--- src/rtl/data_memory_pkg.sv ---
// rtl/data_memory_pkg.sv - shared sizing constants and word type for data_memory
package data_memory_pkg;

    localparam int DEFAULT_DATA_WIDTH = 32;
    localparam int DEFAULT_ADDR_WIDTH = 8;

    // Byte address -> word index: drop the low WORD_BYTES_LOG2 bits.
    localparam int WORD_BYTES      = 4;
    localparam int WORD_BYTES_LOG2 = 2;

    typedef logic [DEFAULT_DATA_WIDTH-1:0] word_t;

endpackage

--- src/rtl/data_memory.sv ---
// rtl/data_memory.sv - word-addressed data memory, sync write, combinational gated read; optional DATA_MEMORY_ALIGN_CHECK_EN
module data_memory
    import data_memory_pkg::*;
#(
    parameter int DATA_WIDTH = DEFAULT_DATA_WIDTH,
    parameter int ADDR_WIDTH = DEFAULT_ADDR_WIDTH
) (
    input  logic                  clock,
    input  logic                  reset,
    input  logic [ADDR_WIDTH-1:0] Address,
    input  logic                  MemRead,
    output logic [DATA_WIDTH-1:0] ReadData,
    input  logic                  MemWrite,
`ifdef DATA_MEMORY_ALIGN_CHECK_EN
    output logic                  misaligned,
`endif
    input  logic [DATA_WIDTH-1:0] writeData
);

    localparam int INDEX_WIDTH = ADDR_WIDTH - WORD_BYTES_LOG2;
    localparam int DEPTH       = 1 << INDEX_WIDTH;

    logic [DATA_WIDTH-1:0]  mem_q [DEPTH];
    logic [INDEX_WIDTH-1:0] word_index;
    logic                   write_en;
    logic                   read_en;

    // Every byte address maps onto some word; there is no out-of-range case.
    assign word_index = Address[ADDR_WIDTH-1:WORD_BYTES_LOG2];

`ifdef DATA_MEMORY_ALIGN_CHECK_EN
    // Flag sub-word addressing on any active access; such accesses are squashed.
    assign misaligned = (MemRead | MemWrite) & (Address[WORD_BYTES_LOG2-1:0] != '0);
    assign write_en   = MemWrite & ~misaligned;
    assign read_en    = MemRead & ~misaligned;
`else
    // Low address bits are deliberately ignored: whole-word accesses only.
    logic unused_low_bits;
    assign unused_low_bits = ^Address[WORD_BYTES_LOG2-1:0];
    assign write_en        = MemWrite;
    assign read_en         = MemRead;
`endif

    // Storage: reset clears every word at once, otherwise one word per edge is written.
    always_ff @(posedge clock or posedge reset) begin
        if (reset) begin
            for (int i = 0; i < DEPTH; i++) begin
                mem_q[i] <= '0;
            end
        end else if (write_en) begin
            mem_q[word_index] <= writeData;
        end
    end

    // Read port: combinational, forced to zero when not strobed (no write bypass).
    always_comb begin
        ReadData = '0;
        if (read_en) begin
            ReadData = mem_q[word_index];
        end
    end

endmodule

--- config.mk ---
export PLATFORM = sky130hd
export DESIGN_NAME = data_memory
export DESIGN_NICKNAME = d
export VERILOG_FILES = /design/src/rtl/data_memory_pkg.sv /design/src/rtl/data_memory.sv
export SDC_FILE = /design/constraint.sdc
export NUM_CORES = 2
export LEC_CHECK = 0
export CAP_MARGIN = 20
export CORE_ASPECT_RATIO = 0.8
export CORE_MARGIN = 5
export CORE_UTILIZATION = 54
export DETAILED_ROUTE_END_ITERATION = 8
export DONT_BUFFER_PORTS = 1
export HOLD_SLACK_MARGIN = 0.12
export PLACE_DENSITY_LB_ADDON = 0.2
export SYNTH_ARGS = -nofsm -noshare
export SYNTH_HDL_FRONTEND = slang
export SYNTH_SLANG_ARGS = --single-unit
--- constraint.sdc ---
create_clock -name clock -period 113.7 [get_ports clock]
set_input_delay 17.055 -clock clock [delete_from_list [all_inputs] [get_ports clock]]
set_output_delay 17.055 -clock clock [all_outputs]
set_load 0.01 [all_outputs]
==> impl_results.md <==
- Biggest regs: mem_q x2048
- # nets final: 6529
- Die ar.: 179200 um2
- Antenna Nets Post-Route: 0
- Critical-path cell list: nor2b_4 -> buf_4 -> buf_4 -> a221oi_1 -> o22a_1 -> a221o_1 -> a21oi_1 -> o41a_1
- Share of cells above drive strength 1: between 40% and 50%
- CP Max Fanout: 156
- Port Buffers: 0
- VDD IR max: roughly 19 uV
- Avg Cell Area, Syn: 13.32 um2
- Share of the synthesized area in the top cell type: 55.57%
- Clk_lat worst skew: 0.85 ns
- Largest net degree at the start of global routing: 327
- Worst Setup End Kind: primary output
- Reg2Reg Depth: 1
- Placed instance count: around 8500
- Synth warnings: 0
- Die X: 472.0 um
- Endpoints failing hold: 0
- Worst r2r src: mem_q[1562]$_DFFE_PP0P_
- Clock Tree Buf Depth: 3
- Min Tclk post-route: roughly 38 ns
- R2r setup slk: 112.90 ns
- First-pass GRT wire length: 455000 um
- Seq/Total Area, Yosys: 55.57%
- Max-cap violations: 0
- Top post-synthesis cells by count: mux2_2 (2109), dfrtp_1 (2048), a221oi_1 (698)
- Worst-Margin Slew: 1.235 ns
- Async set-reset flop share out of synthesis: 100.0%
- Top reg by flops: mem_q
- # DRC: 0
- Count leader, synth: mux2_2
- Initial antenna violation count: 16
- RSZ-0062 raised after global routing: false
- Critical Path AT: 21.30 ns
- Final worst-path cycle share: between 30% and 40%
- Vias: 63034
- Final Slew Violations: 0
- Number of clock sinks: around 2000
- CP Class: in -> out
- Max reg flops: 2048
- Placed instance area: 93340 um2
- Syn Nets: 6967
- Cts hold-fix bufs: 0
- Vias per cell: 7.073
- Clock slew at reported path FFs: 0.06 ns
- GRT overflow: 0
- Stages on worst setup path: 8
- Core footprint: 169600 um2
- F_max: 26.08 MHz
- CP max stage delay: 0.82 ns
- Worst R2R End: mem_q[1562]$_DFFE_PP0P_
- PD cells: 17.47 nW/um2
- Min-delay src: mem_q[1559]$_DFFE_PP0P_
- Synth Register Bits: 2048
- CTS H-tree lvls: 4
- Slew margin rel.: roughly 18%
- CP top delay family: compound AO/OA/AOI/OAI gates
- Initial core utilization: around 54%
- # rows: 135
- Detail Placement HPWL: approximately 160000 um
- Finished Cell Area: 100200 um2
- Register area: 51250 um2
- GR met2 Demand/Resource: 50.04%
- # fillers: 13272
- EDFF count, synth: 0
- Synth Flop Type: dfrtp_1
- Combined buffer and inverter count along the critical path: 2
- Post-route insts no fill: 8912
- WL/cell: 35.28 um
- Cell taking the most area after synthesis: dfrtp_1
- WL final: 314400 um
- Cell mode on critical path: buf_4
- Worst endpoint required time: 96.64 ns
- GRT Resource Usage Total: 34.64%
- Hold Crit Class: reg -> reg
- # resized after CTS: 0
- Worst Setup SP: Address[2]
- Final number of setup-violating endpoints: 0
- Area delta synth->final: 8.607%
- Root Buffer: clkbuf_16
- Overall die height: 379.6 um
- Drt pass-1 iters: 6
- Dominant cells by area after synthesis: dfrtp_1 (56%), mux2_2 (26%), a221oi_1 (6.6%), clkbuf_1 (1.5%), nor2_1 (1.5%)
- CTS Buf Count: 200
- Clock Skews: 0 ns
- Leakage: 0.04622 uW
- Post-CTS setup buffers: 0
- GR Util met3: 9.881%
- TritonCTS clock tree: built
- Yosys cell types: 59
- Fin util: 59.06%
- Gpl congestion: 0.8162
- CP endpoint: ReadData[8]
- DR iter-0 viols: between 7000 and 8000
- I/O pin count: 76
- Worst hold slack: just under 0.5 ns
- Slowest CP cell: buf_4
- Critical Path Source Type: input port
- Vias in the first global route: between 60000 and 70000
- Met1 usage: approximately half
- Area of the multi-input gates: 38010 um2
- Total negative slack: 0 ns
- Most utilized layer in the global route result: met2
- Status: complete, no violations
- Synthesized area: 92220 um2
- Synth Instances: 6923
## cell type report
type                            instances  area share (%)
Sequential cell                      2048           51.17
Clock buffer                          310           6.016
Inverter                                6         0.04497
Antenna cell                           10         0.02498
Multi-Input combinational cell       4088           37.95
Clock inverter                         49          0.6558
Timing Repair Buffer                  141           1.319
Tap cell                             2260           2.823
## stage by stage
stage,power [uW],setup WS [ns]
floorplan,1040,38.80
global placement,1062,75.57
detailed placement,1075,75.58
CTS,1752,75.52
global route,1811,75.46
finish,1749,75.35
## worst min-delay path by stage
stage / endpoint / slack [ns] / cells after the start
2_1_floorplan: mem_q[584]$_DFFE_PP0P_ / 0.46 / 1
3_3_place_gp: mem_q[1559]$_DFFE_PP0P_ / 0.47 / 1
3_5_place_dp: mem_q[1559]$_DFFE_PP0P_ / 0.48 / 1
4_1_cts: mem_q[1559]$_DFFE_PP0P_ / 0.49 / 1
5_1_grt: mem_q[1785]$_DFFE_PP0P_ / 0.51 / 1
6_report: mem_q[1559]$_DFFE_PP0P_ / 0.49 / 1
## kinds of logic (layout without fill, tap and decap cells)
| family | Yosys count | in the layout | synth area share, % |
|---|---|---|---|
| mux | 2225 | 2225 | 27.17 |
| flops | 2048 | 2048 | 55.57 |
| compound gates | 1288 | 1288 | 11.01 |
| buf+inv | 787 | 506 | 3.734 |
| simple gates | 575 | 575 | 2.514 |
| other cells | 0 | 10 | 0 |
## placed cells by master (no fill, tap or decap), types with 88 or more instances in the layout
cell       netlist  final
nor2_1         359    323
dfrtp_1       2048   2048
a22oi_1         88     88
o21ai_0        203    203
mux2_2        2109   2109
nand2_1        142    109
a221oi_1       698    698
mux2i_1         95     95
clkbuf_16        0    206
buf_4           16    123
## report_power, final
part	switching [uW]	total (uW)	internal, uW	leakage, uW
Sequential	48.1	874	825	0.0272
Clock	290	684	394	0.00329
Combinational	90.7	192	101	0.0157
## metal layers
layer  share of wire, %  wire, um
met4                4.7     14730
met1                 41    129100
met3                 11     35800
met2                 43    134600
met5              0.065       205
Power figures use the tool's default switching activity.
